**config.mk**
```make
export PLATFORM = sky130hd
export DESIGN_NAME = mem_port_arbiter_flat
export DESIGN_NICKNAME = d
export VERILOG_FILES = /design/src/rtl/mem_arb_pkg.sv /design/src/rtl/mem_port_arbiter_if.sv /design/src/rtl/mem_arb_prio.sv /design/src/rtl/mem_port_arbiter.sv /design/src/flat_wrapper.sv
export SDC_FILE = /design/constraint.sdc
export NUM_CORES = 1
export LEC_CHECK = 0
export BUFFER_PORTS_ARGS = -buffer_cell sky130_fd_sc_hd__buf_2
export CORE_AREA = 8 8 98 100
export DETAILED_ROUTE_END_ITERATION = 6
export DIE_AREA = 0 0 106 108
export PLACE_DENSITY = 0.7
export SYNTH_ARGS = -nofsm -noshare
export SYNTH_HDL_FRONTEND = slang
export SYNTH_SLANG_ARGS = --single-unit
```
**constraint.sdc**
```tcl
create_clock -name clk -period 1.8 [get_ports clk]
set_input_delay 0.27 -clock clk [delete_from_list [all_inputs] [get_ports clk]]
set_output_delay 0.27 -clock clk [all_outputs]
set_load 0.005 [all_outputs]
```
**src/rtl/mem_arb_pkg.sv**
```systemverilog
// Shared types and width helpers for the memory port arbiter.
// Imported by mem_arb_prio and mem_port_arbiter.
package mem_arb_pkg;

   typedef enum logic {IDLE, RD} arb_state_t;
   typedef enum logic {OWN_IF, OWN_D} arb_owner_t;

   localparam int STARVE_MAX_DEF = 4;
   localparam int LATENCY_DEF    = 1;
   localparam int STARVE_W       = $clog2(STARVE_MAX_DEF + 1);
   localparam int LAT_W          = $clog2(LATENCY_DEF + 1);

   // Width of a counter that must hold values 0..max_val.
   function automatic int cnt_w(input int max_val);
      return (max_val < 1) ? 1 : $clog2(max_val + 1);
   endfunction

endpackage

```
**src/rtl/mem_port_arbiter_if.sv**
```systemverilog
// Bundle of the fetch, load/store and RAM-side signals of the arbiter.
// master is the arbiter's view; slave is the view of the core and RAM.
interface mem_port_arbiter_if #(
   parameter int ADDR_W = 32,
   parameter int DATA_W = 32
);
   logic              if_req;
   logic [ADDR_W-1:0] if_addr;
   logic              if_gnt;
   logic              if_rvalid;
   logic [DATA_W-1:0] if_rdata;
   logic              d_req;
   logic              d_we;
   logic [ADDR_W-1:0] d_addr;
   logic [DATA_W-1:0] d_wdata;
   logic              d_gnt;
   logic              d_rvalid;
   logic [DATA_W-1:0] d_rdata;
   logic              mem_en;
   logic              mem_rw;
   logic [ADDR_W-1:0] mem_addr;
   logic [DATA_W-1:0] mem_wdata;
   logic [DATA_W-1:0] mem_rdata;

   modport master (
      input  if_req, if_addr, d_req, d_we, d_addr, d_wdata, mem_rdata,
      output if_gnt, if_rvalid, if_rdata, d_gnt, d_rvalid, d_rdata,
             mem_en, mem_rw, mem_addr, mem_wdata
   );

   modport slave (
      output if_req, if_addr, d_req, d_we, d_addr, d_wdata, mem_rdata,
      input  if_gnt, if_rvalid, if_rdata, d_gnt, d_rvalid, d_rdata,
             mem_en, mem_rw, mem_addr, mem_wdata
   );
endinterface

```
**src/rtl/mem_arb_prio.sv**
```systemverilog
// Winner selection between fetch and load/store, D first, with a
// saturating starve counter that forces IF after STARVE_MAX D wins.
module mem_arb_prio
   import mem_arb_pkg::*;
#(
   parameter int STARVE_MAX = 4
) (
   input  logic clk,
   input  logic reset,
   input  logic if_req,
   input  logic d_req,
   input  logic allow,
   output logic gnt_if,
   output logic gnt_d
);
   localparam int SW = cnt_w(STARVE_MAX);
   localparam logic [SW-1:0] SMAX = SW'(STARVE_MAX);

   logic [SW-1:0] starve;

   always_comb begin
      gnt_d  = allow & d_req & ~(if_req & (starve == SMAX));
      gnt_if = allow & if_req & ~gnt_d;
   end

   // Only D wins made while IF is waiting count toward starvation.
   always_ff @(posedge clk) begin
      if (reset || !if_req || gnt_if)
         starve <= '0;
      else if (gnt_d && starve != SMAX)
         starve <= starve + SW'(1);
   end

endmodule

```
**src/rtl/mem_port_arbiter.sv**
```systemverilog
// Single-port RAM arbiter between fetch (IF) and load/store (D), one access in flight.
// Define MEM_ARB_PERF_CNT_EN to add the perf_if_wait/perf_d_wait wait-cycle counters.
module mem_port_arbiter
   import mem_arb_pkg::*;
#(
   parameter int ADDR_W     = 32,
   parameter int DATA_W     = 32,
   parameter int LATENCY    = 1,
   parameter int STARVE_MAX = 4
) (
   input  logic                clk,
   input  logic                reset,
   mem_port_arbiter_if.master  bus
`ifdef MEM_ARB_PERF_CNT_EN
   ,
   output logic [31:0]         perf_if_wait,
   output logic [31:0]         perf_d_wait
`endif
);
   localparam int LW = cnt_w(LATENCY);
   localparam logic [LW-1:0] LMAX = LW'(LATENCY);

   arb_state_t    state, state_nxt;
   arb_owner_t    owner, owner_nxt;
   logic [LW-1:0] wcnt, wcnt_nxt;
   logic          rd_done;
   logic          allow;
   logic          gnt_if, gnt_d;

   assign allow = (state == IDLE) & ~reset;

   mem_arb_prio #(.STARVE_MAX(STARVE_MAX)) u_prio (
      .clk    (clk),
      .reset  (reset),
      .if_req (bus.if_req),
      .d_req  (bus.d_req),
      .allow  (allow),
      .gnt_if (gnt_if),
      .gnt_d  (gnt_d)
   );

   always_ff @(posedge clk) begin
      if (reset) begin
         state <= IDLE;
         owner <= OWN_IF;
         wcnt  <= '0;
      end else begin
         state <= state_nxt;
         owner <= owner_nxt;
         wcnt  <= wcnt_nxt;
      end
   end

   // Stores complete in the grant cycle; only reads occupy the port afterwards.
   always_comb begin
      state_nxt = state;
      owner_nxt = owner;
      wcnt_nxt  = wcnt;
      rd_done   = 1'b0;
      case (state)
         IDLE: begin
            if (gnt_d && !bus.d_we) begin
               state_nxt = RD;
               owner_nxt = OWN_D;
               wcnt_nxt  = LMAX;
            end else if (gnt_if) begin
               state_nxt = RD;
               owner_nxt = OWN_IF;
               wcnt_nxt  = LMAX;
            end
         end
         RD: begin
            if (wcnt == LW'(1)) begin
               rd_done   = ~reset;
               state_nxt = IDLE;
               wcnt_nxt  = '0;
            end else begin
               wcnt_nxt = wcnt - LW'(1);
            end
         end
         default: state_nxt = IDLE;
      endcase
   end

   assign bus.if_gnt    = gnt_if;
   assign bus.d_gnt     = gnt_d;
   assign bus.mem_en    = gnt_if | gnt_d;
   assign bus.mem_rw    = gnt_d & bus.d_we;
   assign bus.mem_addr  = gnt_d ? bus.d_addr : (gnt_if ? bus.if_addr : '0);
   assign bus.mem_wdata = gnt_d ? bus.d_wdata : '0;

   assign bus.if_rvalid = rd_done & (owner == OWN_IF);
   assign bus.d_rvalid  = rd_done & (owner == OWN_D);
   assign bus.if_rdata  = bus.if_rvalid ? bus.mem_rdata : '0;
   assign bus.d_rdata   = bus.d_rvalid  ? bus.mem_rdata : '0;

`ifdef MEM_ARB_PERF_CNT_EN
   always_ff @(posedge clk) begin
      if (reset) begin
         perf_if_wait <= '0;
         perf_d_wait  <= '0;
      end else begin
         if (bus.if_req && !gnt_if) perf_if_wait <= perf_if_wait + 32'd1;
         if (bus.d_req  && !gnt_d)  perf_d_wait  <= perf_d_wait  + 32'd1;
      end
   end
`endif

endmodule

```
**src/flat_wrapper.sv**
```systemverilog
// flat-port wrapper written by rule: the top's interface ports become plain ports
module mem_port_arbiter_flat import mem_arb_pkg::*;
#(
   parameter int ADDR_W     = 32,
   parameter int DATA_W     = 32,
   parameter int LATENCY    = 1,
   parameter int STARVE_MAX = 4
)
  (clk, reset, bus_if_req, bus_if_addr, bus_d_req, bus_d_we, bus_d_addr, bus_d_wdata, bus_mem_rdata, bus_if_gnt, bus_if_rvalid, bus_if_rdata, bus_d_gnt, bus_d_rvalid, bus_d_rdata, bus_mem_en, bus_mem_rw, bus_mem_addr, bus_mem_wdata);
  mem_port_arbiter_if #(.ADDR_W(ADDR_W), .DATA_W(DATA_W)) bus_i ();
  input  logic clk;
  input  logic reset;
  input wire logic [$bits(bus_i.if_req)-1:0] bus_if_req;
  input wire logic [$bits(bus_i.if_addr)-1:0] bus_if_addr;
  input wire logic [$bits(bus_i.d_req)-1:0] bus_d_req;
  input wire logic [$bits(bus_i.d_we)-1:0] bus_d_we;
  input wire logic [$bits(bus_i.d_addr)-1:0] bus_d_addr;
  input wire logic [$bits(bus_i.d_wdata)-1:0] bus_d_wdata;
  input wire logic [$bits(bus_i.mem_rdata)-1:0] bus_mem_rdata;
  output wire logic [$bits(bus_i.if_gnt)-1:0] bus_if_gnt;
  output wire logic [$bits(bus_i.if_rvalid)-1:0] bus_if_rvalid;
  output wire logic [$bits(bus_i.if_rdata)-1:0] bus_if_rdata;
  output wire logic [$bits(bus_i.d_gnt)-1:0] bus_d_gnt;
  output wire logic [$bits(bus_i.d_rvalid)-1:0] bus_d_rvalid;
  output wire logic [$bits(bus_i.d_rdata)-1:0] bus_d_rdata;
  output wire logic [$bits(bus_i.mem_en)-1:0] bus_mem_en;
  output wire logic [$bits(bus_i.mem_rw)-1:0] bus_mem_rw;
  output wire logic [$bits(bus_i.mem_addr)-1:0] bus_mem_addr;
  output wire logic [$bits(bus_i.mem_wdata)-1:0] bus_mem_wdata;
  assign bus_i.if_req = bus_if_req;
  assign bus_i.if_addr = bus_if_addr;
  assign bus_i.d_req = bus_d_req;
  assign bus_i.d_we = bus_d_we;
  assign bus_i.d_addr = bus_d_addr;
  assign bus_i.d_wdata = bus_d_wdata;
  assign bus_i.mem_rdata = bus_mem_rdata;
  assign bus_if_gnt = bus_i.if_gnt;
  assign bus_if_rvalid = bus_i.if_rvalid;
  assign bus_if_rdata = bus_i.if_rdata;
  assign bus_d_gnt = bus_i.d_gnt;
  assign bus_d_rvalid = bus_i.d_rvalid;
  assign bus_d_rdata = bus_i.d_rdata;
  assign bus_mem_en = bus_i.mem_en;
  assign bus_mem_rw = bus_i.mem_rw;
  assign bus_mem_addr = bus_i.mem_addr;
  assign bus_mem_wdata = bus_i.mem_wdata;
  mem_port_arbiter #(.ADDR_W(ADDR_W), .DATA_W(DATA_W), .LATENCY(LATENCY), .STARVE_MAX(STARVE_MAX)) u_core (.clk(clk), .reset(reset), .bus(bus_i));
endmodule
```
# Word level (Yosys, flattened, before mapping)

Index checks and enable logic that the tools add are counted.

Bits in registers: 6
Input port bits: 133
Output and inout bits: 134
Logic and storage cells: 49

Add/subtract/negate cells: 2
Eq/ne operators: 3
Muxes and demuxes: 17
Bitwise gates (word level): 15
Reduce and logical (&&, ||, !) cells: 8

Operator list:

| operator                                                                 | number |
|---|---|
| 32-bit 2-to-1 mux                                                        | 5 |
| 1-bit 2-to-1 mux                                                         | 10 |
| 1-bit AND                                                                | 9 |
| 1-bit inverter                                                           | 5 |
| 1-bit case mux with 2 select lines                                       | 2 |
| 3-bit by 1-bit adder with 3-bit output (second input constant)           | 1 |
| 3-bit == test (second input constant)                                    | 1 |
| 3-bit by 2-bit inequality test with 1-bit output (second input constant) | 1 |
| 3-bit inequality test (second input constant)                            | 1 |
| 1-bit logical AND                                                        | 2 |
| 1-bit logical NOT                                                        | 2 |
| 1-bit logical OR                                                         | 2 |
| 2-bit AND reduction                                                      | 1 |
| 2-bit nonzero test                                                       | 1 |
| 1-bit bitwise OR                                                         | 1 |
| 1-bit subtractor (second input constant)                                 | 1 |

# Logic depth before layout (Yosys ltp)

Depth after elaboration: 9
Mapped depth: 7
Depth with buffers taken out: 5

# By module

A second synthesis with hierarchy kept.

Cells, all modules: 196
Area, all modules: 1,388.8 µm²

By module, submodules not included:

| module           | times used | cells an instance | area each (µm²) | seq. area each (µm²) |
|---|---|---|---|---|
| mem_port_arbiter | 1          | 172               | 1,186.1         | 60.1 |
| mem_arb_prio     | 1          | 24                | 202.7           | 60.1 |

# Worst setup path before layout

OpenSTA, ideal clock, no wires.

Path kind: register to output
Start: register u_core.u_prio.starve[0]
End: output bus_mem_addr[22]
Data arrival time: 1.391 ns
Required time: 1.530 ns
Slack: 0.139 ns
Cell stages (with the launch flop): 7
Path buffers: 1
Path through: dfxtp_1 > inv_1 > ha_1 > a21boi_0 > nor3_2 > buf_2 > a22o_1

Longest elaborated chain between the ends: 8

RTL lines:

| item                           | RTL line               | source |
|---|---|---|
| start: declaration             | mem_arb_prio.sv:19     | `logic [SW-1:0] starve;` |
| start signal: assignment       | mem_arb_prio.sv:31     | `starve <= starve + SW'(1);` |
| 3-bit == test                  | mem_arb_prio.sv:22     | `gnt_d = allow & d_req & ~(if_req & (starve == SMAX));` |
| 1-bit AND                      | mem_arb_prio.sv:22     |  |
| 1-bit inverter                 | mem_arb_prio.sv:22     |  |
| 1-bit AND                      | mem_arb_prio.sv:22     |  |
| 1-bit inverter                 | mem_arb_prio.sv:23     | `gnt_if = allow & if_req & ~gnt_d;` |
| 1-bit AND                      | mem_arb_prio.sv:23     |  |
| via bus_if_gnt                 | flat_wrapper.sv:20     | `output wire logic [$bits(bus_i.if_gnt)-1:0] bus_if_gnt;` |
| 32-bit 2-to-1 mux (2 in a row) | mem_port_arbiter.sv:89 | `assign bus.mem_addr = gnt_d ? bus.d_addr : (gnt_if ? bus.if_addr : '0);` |
| end: declaration               | flat_wrapper.sv:28     | `output wire logic [$bits(bus_i.mem_addr)-1:0] bus_mem_addr;` |

The timed path passes the listed nets, and every way through them passes these cells.

# Final worst setup path

Start: register u_core.u_prio.starve[1]
End: output bus_mem_wdata[6]

Longest elaborated chain between the ends: 5

RTL lines:

| item              | RTL line               | source |
|---|---|---|
| 3-bit == test     | mem_arb_prio.sv:22     |  |
| 1-bit AND         | mem_arb_prio.sv:22     |  |
| 1-bit inverter    | mem_arb_prio.sv:22     |  |
| 1-bit AND         | mem_arb_prio.sv:22     |  |
| 32-bit 2-to-1 mux | mem_port_arbiter.sv:90 | `assign bus.mem_wdata = gnt_d ? bus.d_wdata : '0;` |
| end: declaration  | flat_wrapper.sv:29     | `output wire logic [$bits(bus_i.mem_wdata)-1:0] bus_mem_wdata;` |

Every way passes these cells.

==> metrics.md <==
| Metric | Value |
|---|---|
| Period utilization | `118%` |
| GRT Total Usage | `15.5%` |
| Max Transition Viols Final | `0` |
| Clock Skew | `0.00437 ns` |
| Synthesized area per cell | `7.13 sq um` |
| Setup slack, reg-to-reg | `0.27 ns` |
| Tmin final | `2.13 ns` |
| Area of the multi-input gates | `0.00124 sq mm` |
| Reg clk slew, reported paths | `0.04 ns` |
| XOR/XNOR share of the synthesized area | `0.643%` |
| Final Hold Viols | `0` |
| Synthesized cell area | `0.00136 sq mm` |
| Die ar. | `0.0114 sq mm` |
| Wire per inst | `18.9 microns` |
| Vias in the first global route | `2731` |
| Post-Synthesis Cells | `191` |
| Yosys top cell area share | `45.0%` |
| Synth Area in Adders | `1.84%` |
| RSZ-0062 raised after global routing | `yes` |
| Hold-fix buffers, CTS | `0` |
| Largest net degree at the start of global routing | `35` |
| Core Region | `0.00805 sq mm` |
| Clock Sinks | `6` |
| CTS tree | `built` |
| Die W | `106 microns` |
| Cell taking the most area after synthesis | `and2_1` |
| Leakage | `2.15 nW` |
| Ant diodes | `0` |
| Ports | `267` |
| Post-route setup slack | `-0.328 ns` |
| Count of cell types in the netlist | `31` |
| Die height | `108 microns` |
| Clk_lat worst skew | `0.22 ns` |
| Total congestion overflow | `0` |
| Num CTS Buffers | `3` |
| Worst rel slew slack | `77.9%` |
| Detailed-placement wirelength estimate | `7540 microns` |
| Critical path required time | `1.53 ns` |
| Routed wire length | `11000 microns` |
| FF/Latch Area | `123 sq um` |
| Seq cells post-synth | `6` |
| First-pass DRT Iterations | `4` |
| Seq/Total Area, Yosys | `8.82%` |
| Maxcap violations | `0` |
| Post-synthesis mux area share | `0%` |
| Outcome | `finished, violations left` |
| Antenna-violating nets left | `0` |
| Via density | `4.51` |
| Top-count cell post-synth | `and2_1` |
| Area added between synthesis and finish | `166%` |
| CTS root buffer | `clkbuf_8` |
| Area contributors post-synth | `and2_1, a22o_1, dfxtp_1` |
| Largest family of logic cells by synthesized area | `simple AND/OR/NAND/NOR gates` |
| CP max FO | `5` |
| Vias | `2623` |
| Post-Synth Simple-Gate Area | `56.3%` |
| Async set-or-reset flop fraction in the synthesized netlist | `0%` |
| H-tree depth | `1` |
| Crit path launch type | `register` |
| Initial Utilization | `16.9%` |
| First-pass GRT wire length | `14400 microns` |
| Post-synth EDFFs | `0` |
| Compound-Gate Fraction of Synth Area | `24.3%` |
| Worst Hold Class | `primary input to register` |
| Total power | `1.03 mW` |
| Maximum VDD drop | `0.143 mV` |
| Drt drc | `0` |
| Fill cells | `764` |
| Post-synth top flop | `dfxtp_1` |
| Layout Nets | `614` |
| Hold Path Stages | `2` |
| Arrival @ worst endpoint | `1.86 ns` |
| Final GP Congestion | `0.825` |
| # rows | `33` |
| Crit Path Category | `register to output pin` |
| Achievable Freq | `470 MHz` |
| Layout cell share with drive strength beyond 1 | `72.5%` |
| CTS Buffer Depth | `2` |
| Failing checks | `setup timing` |
| Hold_ws | `0.302 ns` |
| FF-to-FF path depth | `9` |
| CP endpoint kind | `output pin` |
| Yosys warnings | `0` |
| Slew @ Worst Pin | `0.327 ns` |
| Port-buffer cells | `266` |
| Syn_nets | `326` |
| Power density cells | `284 mW/mm^2` |
| Top post-synthesis cells by count | `and2_1, a22o_1, buf_2, clkbuf_1, dfxtp_1` |
| Initial antenna violation count | `0` |
| Setup Viol. Count Final | `67` |
| Detailed router's first-iteration violation count | `102` |
path summary, 6_finish.rpt:
check,start,end
worst min-delay path,bus_d_we,u_core.state
worst min register to register,u_core.owner,u_core.owner
worst max register to register,u_core.u_prio.starve[1],u_core.owner
worst max-delay path,u_core.u_prio.starve[1],bus_mem_wdata[6]
metrics by stage:
stage,setup slack (ns),TNS [ns],area (sq um),cells,utilization [%]
2_1_floorplan,0.139,0,1360,191,-
3_3_place_gp,-0.0425,-0.0941,2890,558,35.9
3_5_place_dp,-0.0738,-1.86,2890,558,35.9
4_1_cts,-0.288,-15.71,3410,576,42.3
5_1_grt,-0.366,-20.56,3620,582,45.0
6_report,-0.328,-17.83,3620,582,45.0
layout by cell type (no fill, tap or decap):
master / Yosys / layout
or3b_4: 1 / 1
inv_2: 0 / 2
buf_6: 2 / 38
or2_2: 1 / 1
nand3b_1: 1 / 1
nor2_4: 1 / 1
clkbuf_8: 0 / 3
nor2b_1: 2 / 2
and4b_1: 1 / 1
nor2_1: 3 / 3
nor3_1: 1 / 1
buf_12: 0 / 9
a21boi_4: 0 / 1
inv_1: 3 / 1
nand3_1: 1 / 1
a21oi_1: 4 / 4
a22o_1: 32 / 32
ha_1: 2 / 1
and4bb_2: 1 / 1
and3_4: 0 / 1
ha_4: 0 / 1
and2_1: 98 / 68
nand2_1: 4 / 4
nor4b_1: 1 / 1
nand2b_1: 2 / 2
buf_8: 0 / 2
buf_2: 7 / 234
and2_4: 0 / 30
clkbuf_16: 0 / 3
o32ai_1: 1 / 1
xor2_1: 1 / 1
a211oi_1: 1 / 1
dfxtp_2: 0 / 2
nand4b_1: 1 / 1
dfxtp_1: 6 / 4
nor3_4: 0 / 1
buf_16: 0 / 4
buf_4: 2 / 11
a31oi_1: 1 / 1
cells by family after synthesis:
kind of cell,count (synthesis)
xor gates and xnor gates,1
and+or+nand+nor,121
AOI/OAI and AO/OA,40
DFF,6
adders and majority gates,2
buffers and inverters,21
registers in the layout (all words and copies together), names as in the netlist:
signal                cells
u_core.wcnt               1
u_core.owner              1
u_core.u_prio.starve      3
u_core.state              1
worst max-delay path: stages (launching register included):
cell     delay (ns)
dfxtp_2        0.32
inv_2          0.05
ha_4           0.16
buf_6          0.11
and3_4         0.17
nor2_4         0.18
buf_6          0.15
buf_12         0.12
buf_16         0.11
and2_1         0.13
buf_2          0.12
repair_timing:
action / in CTS / in global routing
gates cloned: 7 / 3
resized for setup: 48 / 42
setup endpoints to repair: 67 / 73
pin swaps: 23 / 44
setup buffers: 8 / 8
endpoints found under the hold margin: 0 / 0
layout make-up:
cell class,count,area share [%]
timing repair buffer,301,57.3
multi-input combinational,164,34.2
tap,105,3.62
sequential,6,3.38
clock buffer,3,1.14
inverter,3,0.311
power breakdown:
part           switching, mW  total (mW)  internal (mW)
sequential           0.00702       0.150          0.143
clock                 0.0609       0.205          0.144
combinational          0.264       0.676          0.412
per-layer routing:
| metal | vias up | share of wire, % | global-route usage (%) |
|---|---|---|---|
| met5 | - | 0 | 0 |
| met4 | 0 | 2.2 | 4.12 |
| met3 | 20 | 8.3 | 4.64 |
| met2 | 160 | 54 | 30.1 |
| met1 | 1220 | 35 | 15.6 |
| li1 | 1223 | - | - |
No activity file was read; power rests on OpenSTA's default activity.
